### src/rtl/fetch_unit.sv
// ---------------------------------------------------------------------------
// fetch_unit
//
// Instruction-fetch front end for the FD boundary of the pipelined core.
// Owns the PC, issues req/gnt fetches to instruction memory, buffers the
// returned words in a small circular FIFO and presents {PC, instruction} to
// decode with valid/stall flow control. An execute-stage redirect flushes the
// buffer and marks every fetch still in flight for discard.
//
// Ports
//   CLK          in   1   clock, rising edge
//   RESET        in   1   asynchronous, active-low reset
//   REDIRECT     in   1   execute resolved a taken jump/branch this cycle
//   REDIRECT_PC  in   32  redirect target (bits [1:0] ignored)
//   STALL        in   1   decode cannot accept the FD entry this cycle
//   IMEM_REQ     out  1   fetch request valid
//   IMEM_ADDR    out  32  fetch byte address, word aligned
//   IMEM_GNT     in   1   request accepted this cycle
//   IMEM_RVALID  in   1   in-order response valid
//   IMEM_RDATA   in   32  response instruction word
//   FD_VALID     out  1   FD_PC/FD_IR hold a valid instruction
//   FD_PC        out  32  PC of the head instruction (0 when invalid)
//   FD_IR        out  32  head instruction word (NOP_INST when invalid)
// ---------------------------------------------------------------------------
module fetch_unit #(
  parameter logic [31:0] RESET_PC  = 32'h0000_0000,
  parameter int          BUF_DEPTH = 2,
  parameter logic [31:0] NOP_INST  = 32'h0000_0013
) (
  input  logic        CLK,
  input  logic        RESET,
  input  logic        REDIRECT,
  input  logic [31:0] REDIRECT_PC,
  input  logic        STALL,
  output logic        IMEM_REQ,
  output logic [31:0] IMEM_ADDR,
  input  logic        IMEM_GNT,
  input  logic        IMEM_RVALID,
  input  logic [31:0] IMEM_RDATA,
  output logic        FD_VALID,
  output logic [31:0] FD_PC,
  output logic [31:0] FD_IR
);

  localparam int CW  = $clog2(BUF_DEPTH + 1);
  localparam int CW1 = CW + 1;
  localparam int PW  = (BUF_DEPTH > 1) ? $clog2(BUF_DEPTH) : 1;

  // Circular pointer advance; BUF_DEPTH need not be a power of two.
  function automatic logic [PW-1:0] ptr_inc(input logic [PW-1:0] p);
    if (p == PW'(BUF_DEPTH - 1)) return '0;
    return p + PW'(1);
  endfunction

  // State registers
  logic [31:0]   pc_q,      pc_d;
  logic [CW-1:0] occ_q,     occ_d;      // valid entries in the buffer
  logic [CW-1:0] outst_q,   outst_d;    // granted fetches awaiting a response
  logic [CW-1:0] disc_q,    disc_d;     // oldest outstanding responses to drop
  logic [PW-1:0] wr_ptr_q,  wr_ptr_d;
  logic [PW-1:0] rd_ptr_q,  rd_ptr_d;
  logic [PW-1:0] pq_wr_q,   pq_wr_d;    // PC queue of outstanding fetches
  logic [PW-1:0] pq_rd_q,   pq_rd_d;

  // Storage arrays
  logic [31:0] buf_pc_q [BUF_DEPTH];
  logic [31:0] buf_ir_q [BUF_DEPTH];
  logic [31:0] pq_pc_q  [BUF_DEPTH];

  // Per-cycle events
  logic [CW1-1:0] inflight;
  logic           issue;
  logic           resp;
  logic           keep;
  logic           pop;

  // Issue is gated on buffered + outstanding, so every granted fetch is
  // guaranteed a buffer slot when its response returns.
  assign inflight  = {1'b0, occ_q} + {1'b0, outst_q};
  // RESET gates the request so it is low while reset is held and rises in
  // the very first cycle after release.
  assign IMEM_REQ  = RESET && (inflight < CW1'(BUF_DEPTH));
  assign IMEM_ADDR = pc_q;

  assign issue = IMEM_REQ && IMEM_GNT;
  // A response with nothing outstanding is a protocol error and is ignored.
  assign resp  = IMEM_RVALID && (outst_q != '0);
  assign keep  = resp && (disc_q == '0) && !REDIRECT;

  assign FD_VALID = (occ_q != '0);
  assign pop      = FD_VALID && !STALL && !REDIRECT;

  assign FD_PC = FD_VALID ? buf_pc_q[rd_ptr_q] : 32'h0;
  assign FD_IR = FD_VALID ? buf_ir_q[rd_ptr_q] : NOP_INST;

  // Low address bits of the redirect target are forced to zero.
  logic unused_redirect_lsbs;
  assign unused_redirect_lsbs = ^REDIRECT_PC[1:0];

  always_comb begin
    // NOTE: every signal gets a default first so no path leaves it unassigned
    // and no latch is inferred.
    pc_d     = pc_q;
    occ_d    = occ_q;
    disc_d   = disc_q;
    wr_ptr_d = wr_ptr_q;
    rd_ptr_d = rd_ptr_q;
    pq_wr_d  = pq_wr_q;
    pq_rd_d  = pq_rd_q;
    outst_d  = outst_q + CW'(issue) - CW'(resp);

    if (issue) begin
      pc_d    = pc_q + 32'd4;
      pq_wr_d = ptr_inc(pq_wr_q);
    end
    if (resp) begin
      pq_rd_d = ptr_inc(pq_rd_q);
    end
    if (resp && (disc_q != '0)) begin
      disc_d = disc_q - CW'(1);
    end

    if (keep) wr_ptr_d = ptr_inc(wr_ptr_q);
    if (pop)  rd_ptr_d = ptr_inc(rd_ptr_q);
    occ_d = occ_q + CW'(keep) - CW'(pop);

    // Redirect overrides everything: flush the buffer and mark every fetch
    // still in flight, including one granted this cycle, for discard.
    if (REDIRECT) begin
      pc_d     = {REDIRECT_PC[31:2], 2'b00};
      occ_d    = '0;
      rd_ptr_d = wr_ptr_q;
      wr_ptr_d = wr_ptr_q;
      disc_d   = outst_d;
    end
  end

  always_ff @(posedge CLK or negedge RESET) begin
    if (!RESET) begin
      pc_q     <= RESET_PC;
      occ_q    <= '0;
      outst_q  <= '0;
      disc_q   <= '0;
      wr_ptr_q <= '0;
      rd_ptr_q <= '0;
      pq_wr_q  <= '0;
      pq_rd_q  <= '0;
    end else begin
      // NOTE: non-blocking assignments so every flop samples the pre-edge
      // values regardless of statement order.
      pc_q     <= pc_d;
      occ_q    <= occ_d;
      outst_q  <= outst_d;
      disc_q   <= disc_d;
      wr_ptr_q <= wr_ptr_d;
      rd_ptr_q <= rd_ptr_d;
      pq_wr_q  <= pq_wr_d;
      pq_rd_q  <= pq_rd_d;
    end
  end

  // NOTE: the storage arrays carry no reset; an entry is only read when the
  // occupancy/outstanding counters say it was written.
  always_ff @(posedge CLK) begin
    if (issue) begin
      pq_pc_q[pq_wr_q] <= pc_q;
    end
    if (keep) begin
      buf_pc_q[wr_ptr_q] <= pq_pc_q[pq_rd_q];
      buf_ir_q[wr_ptr_q] <= IMEM_RDATA;
    end
  end

endmodule

### config.mk
export PLATFORM = sky130hd
export DESIGN_NAME = fetch_unit
export DESIGN_NICKNAME = d
export VERILOG_FILES = /design/src/rtl/fetch_unit.sv
export SDC_FILE = /design/constraint.sdc
export NUM_CORES = 1
export LEC_CHECK = 0
export ABC_AREA = 1
export BUFFER_PORTS_ARGS = -buffer_cell sky130_fd_sc_hd__buf_2
export CAP_MARGIN = 20
export CORE_MARGIN = 1
export CORE_UTILIZATION = 40
export CTS_BUF_LIST = sky130_fd_sc_hd__clkbuf_8 sky130_fd_sc_hd__clkbuf_16
export DETAILED_ROUTE_END_ITERATION = 10
export GPL_TIMING_DRIVEN = 0
export PLACE_DENSITY = 0.59
export SYNTH_ARGS = -nofsm -noshare
export SYNTH_HDL_FRONTEND = slang
export SYNTH_SLANG_ARGS = --single-unit
export TNS_END_PERCENT = 100
### constraint.sdc
create_clock -name CLK -period 11.65 [get_ports CLK]
set_input_delay 0.5825 -clock CLK [delete_from_list [all_inputs] [get_ports CLK]]
set_output_delay 0.5825 -clock CLK [all_outputs]
set_load 0.02 [all_outputs]
After elaboration in Yosys (flattened, before gate mapping):

Memory sizes are Yosys's and may differ from the RTL's.
Cells that the tools add are included.

* memory bits (writable): 192
* bits in latches: 0
* bits in registers: 42
* bits in read-only memories: 0
* output and inout port bits: 98
* memories: 3

Memories
* buf_ir_q: depth 2, bits a word 32, read ports 1, clocked after memory_dff 0, wr ports 1, RTL line 67 `logic [31:0] buf_ir_q [BUF_DEPTH];`
* buf_pc_q: depth 2, bits a word 32, read ports 1, clocked after memory_dff 0, wr ports 1, RTL line 66 `logic [31:0] buf_pc_q [BUF_DEPTH];`
* pq_pc_q: depth 2, bits a word 32, read ports 1, clocked after memory_dff 0, wr ports 1, RTL line 68 `logic [31:0] pq_pc_q [BUF_DEPTH];`

* bitwise operators: 1
* magnitude comparators: 1
* reductions and logical operators: 18
* mux-type cells: 29
* div/mod/pow operators: 0
* eq/ne operators: 0
* $mul: 0
* shifts and indexed selects: 0
* add/sub/neg operators: 11

Operators with widths (number)
* 2-to-1 mux 32 bit: 4
* adder 32 x 3 -> 32 bit, second input constant: 1
* 2-to-1 mux 1 bit: 22
* nonzero test 2 bit: 6
* logical AND 1 bit: 8
* 2-to-1 mux 2 bit: 3
* adder 1 bit, second input constant: 4
* adder 2 x 1 -> 2 bit: 2
* subtractor 2 x 1 -> 2 bit: 2
* adder 2 x 2 -> 3 bit: 1
* < comparator 3 x 2 -> 1 bit, second input constant: 1
* logical NOT 1 bit: 2
* logical NOT 2 bit: 1
* AND reduction 2 bit: 1
* subtractor 2 x 1 -> 2 bit, second input constant: 1
* NOT 1 bit: 1

Longest topological paths before layout:

* depth after elaboration: 7
* gate-level depth with buffers: 12
* gate-level depth less buffers: 12

Worst setup path before layout:

No wires, ideal clock.

* kind: input to register
* from: in REDIRECT
* to: mem buf_ir_q[1][0], enable pin
* setup slack: 7.531 ns
* data arrival time: 3.636 ns
* library setup time: 0.484 ns
* cell stages on the path: 4
* cells stage by stage: buf_2 -> inv_2 -> nand3_1 -> nor2_1

* longest elaborated chain between the ends: 4

Ends and longest elaborated chain
* start, declared: RTL line 32 `input logic REDIRECT,`
* logical NOT 1 bit: RTL line 88 `assign keep = resp && (disc_q == '0) && !REDIRECT;`
* logical AND 1 bit: RTL line 88
* 2-to-1 mux 1 bit: RTL line 168 `if (keep) begin`
* 2-to-1 mux 1 bit (not written as such): RTL line 170 `buf_ir_q[wr_ptr_q] <= IMEM_RDATA;`
* end, declared: RTL line 67

No other way between the ends.

Worst setup path after layout:

* from: reg occ_q[1]
* to: out FD_IR[30]

* longest elaborated chain between the ends: 2

Ends and longest elaborated chain
* start, declared: RTL line 57 `logic [CW-1:0] occ_q, occ_d;`
* start signal, assigned: RTL line 141 `occ_q <= '0;`
* start signal, assigned: RTL line 152 `occ_q <= occ_d;`
* nonzero test 2 bit: RTL line 90 `assign FD_VALID = (occ_q != '0);`
* 2-to-1 mux 32 bit: RTL line 94 `assign FD_IR = FD_VALID ? buf_ir_q[rd_ptr_q] : NOP_INST;`
* end, declared: RTL line 42 `output logic [31:0] FD_IR`

No other way between the ends.

==> results.cfg <==
[run_status]
status = complete, but fails checks
violations = hold timing

[clock_network]
clock-sinks = 224
cts_tree = built
cts_resized = 0
htreeDepth = 1
cts_made_buffers = 24
path_clk_slew_ns = 0.06
hold_buffers = 0
cts_max_path_buffers = 3
clk_latency_ns = 0.51
cts-root-buf = clkbuf_16
post_cts_buffers = 0

[timing]
slew_viol_final = 0
hold_viol = 11
period_share = 0.246
period_minus_slack_ns = 2.87
setup_slack_ns = 8.78
rsz0062_at_grt = false
fin_tns_setup_ns = 0
timing.hold.ws_ns = -0.00727
tightest_slew_ns = 0.880
setup_viol = 0
skew_ns = 0.0133
slew_headroom = 0.412
timing.fmax_ghz = 0.349

[flow_run]
max_cap_viol_count = 0

[critical_path]
crit_top_cell = buf_2
critical_path_class = flip-flop to primary output
crit_fanout = 10
start_kind = flip-flop
crit_family = buffers and inverters
crit_required_ns = 11.07
critical-path-max-stage-delay_ns = 0.50
arrival_ns = 2.29
crit_slowest_cell = nor2_1
cp_cell_sequence = nor2_1, buf_2, buf_2, a21oi_1, buf_2
endpoint_kind = primary output
critical_path_buf_inv_count = 3

[power]
power_density_nw_per_um2 = 216
p_leak_nw = 4.89
pwr-share-seq = 0.432
irDropWorstVdd_uv = 101
sw_frac_of_total = 0.345
p_sw_mw = 0.869
comb_power_share = 0.281
pwr-share-clk = 0.287
internal_power_mw = 1.65

[cells_and_area]
postLayoutCellArea_sq_um = 11700
diodes = 0
fill_cells = 2162
drive_gt1_frac = 0.212
num-nets-final = 1171
area_delta_synth_final_pct = 22.2

[synth]
yosysMostFrequentCell = nand2_1
synth_common_cells = nand2_1 (357), edfxtp_1 (184), a21oi_1 (59)
synth_edf_count = 184
ys_seq_elements = 224
async_flop_share = 0.179
synth.largest_area_cell = edfxtp_1
ys_types = 34
synth.avg_cell_area_sq_um = 10.6
netlist_top_cells_area = edfxtp_1 (58%), nand2_1 (14%), dfrtp_1 (10%)
synth_area_sq_um = 9560
yosysWarningCount = 0
yosys_most_used_dff = edfxtp_1
synth-seq-area-share = 0.683
synth_top_area_share = 0.578
syn_inst = 900

[global_routing]
grt_overflow = 0
grt_max_degree = 43
grt_pass1_vias = 6131
grt_pass1_wl_mm = 32.6
antenna_found_initial = 0
grt_use_total = 0.174

[die]
fp-row-count = 56
dieWidth_um = 157
die_h_um = 157
initial_core_util = 0.407
io_pins = 168
core_area_sq_um = 23500
fp.dieArea_sq_um = 24500

[placement]
place_ws_ns = 8.73
place_area_sq_um = 10900
io_buffers = 160
gp_congestion = 0.839
dp_hpwl_mm = 15.0

[routing]
via_count = 6557
drt_iter0_drc = 404
drc = 0
drt-total-wl_mm = 21.2
vias_per_cell = 4.58
postRouteAntennaNets = 0
wl_per_cell_um = 14.8
firstDrtPassIters = 4

[worst_hold_path]
hp-class = primary input to asynchronous set/reset pin
==> cells in the final DEF (no fill, tap or decap), types with 12 or more instances in the layout <==
master / netlist / layout
inv_1: 52 / 55
clkbuf_16: 0 / 25
a21oi_1: 59 / 59
dfrtp_1: 40 / 40
buf_2: 7 / 167
clkbuf_1: 22 / 22
nor2_1: 41 / 37
nand3_1: 46 / 46
nand2_1: 357 / 357
edfxtp_1: 184 / 184
o21ai_0: 20 / 20
o21bai_1: 12 / 12
==> power groups by stage <==
stage	Sequential, mW	Combinational (mW)	Clock (mW)
detailed placement	1.10	0.722	0
finish	1.09	0.709	0.724
global route	1.10	0.799	0.775
floorplan	1.11	0.447	0
global placement	1.11	0.695	0
CTS	1.09	0.724	0.743
==> area by class of cell <==
cell class | instances | area [sq um] | area share
clock buffers | 28 | 667 | 0.0571
well taps | 319 | 399 | 0.0342
repair buffers | 165 | 916 | 0.0784
multi-input cells | 587 | 2690 | 0.230
flip-flops and latches | 224 | 6530 | 0.559
plain buffers | 37 | 180 | 0.0154
clock inverters | 16 | 101 | 0.00867
inverters | 55 | 206 | 0.0177
==> layer usage <==
metal	global-route usage	share of wire	vias up	routed length [um]
li1	-	-	3392	-
met1	0.237	0.46	2982	9740
met2	0.294	0.48	159	10200
met3	0.0274	0.047	24	1000
met4	0.0392	0.015	0	313
met5	0	0	-	0
==> path summary, 6_finish.rpt <==
| kind | from | depth (start not counted) | endpoint | slack (ns) |
|---|---|---|---|---|
| worst min register to register | pq_pc_q[1][26] | 2 | buf_pc_q[1][26] | 0.55 |
| worst max-delay path | occ_q[1] | 5 | FD_IR[30] | 8.78 |
| worst min-delay path | RESET | 1 | disc_q[0] | -0.007 |
| min in group CLK | IMEM_RDATA[18] | 1 | buf_ir_q[1][18] | 0.26 |
| max in group asynchronous | RESET | 2 | IMEM_ADDR[22] | 11.16 |
| worst max register to register | outst_q[0] | 6 | pq_pc_q[1][11] | 9.17 |
==> worst reg2reg max path, cell delays in order (launching register included) <==
cell and delay [ns]:
dfrtp_1 0.40, nand2_1 0.07, inv_1 0.04, fa_1 0.50
nor2_2 0.17, nand3_4 0.18, nor2_4 0.73
==> kinds of logic (layout without fill, tap and decap cells) <==
logic type,Yosys count,in the layout,share of synthesized area
adders and majority gates,7,7,0.00995
and+or+nand+nor,465,465,0.199
buffers and inverters,92,301,0.0404
AOI/OAI and AO/OA,98,98,0.0558
xor gates and xnor gates,13,13,0.0119
other,1,4,0.000392
DFF,224,224,0.683
==> state kept, by name (all words and copies together), names as in the netlist, 2 cells and up <==
register	flops
IMEM_ADDR	30
buf_ir_q	64
buf_pc_q	60
disc_q	2
occ_q	2
outst_q	2
pq_pc_q	60
==> per-stage QoR <==
stage                     std cells   util  hold slack (ns)  power, mW
after CTS                      1430  0.497            0.239       2.56
after global routing           1431  0.498          0.00107       2.67
final                          1431  0.498         -0.00727       2.52
after floorplan                 903      -            0.287       1.56
after detailed placement       1386  0.464            0.538       1.83
after global placement         1382  0.459            0.523       1.80
(Power assumes the default switching activity.)
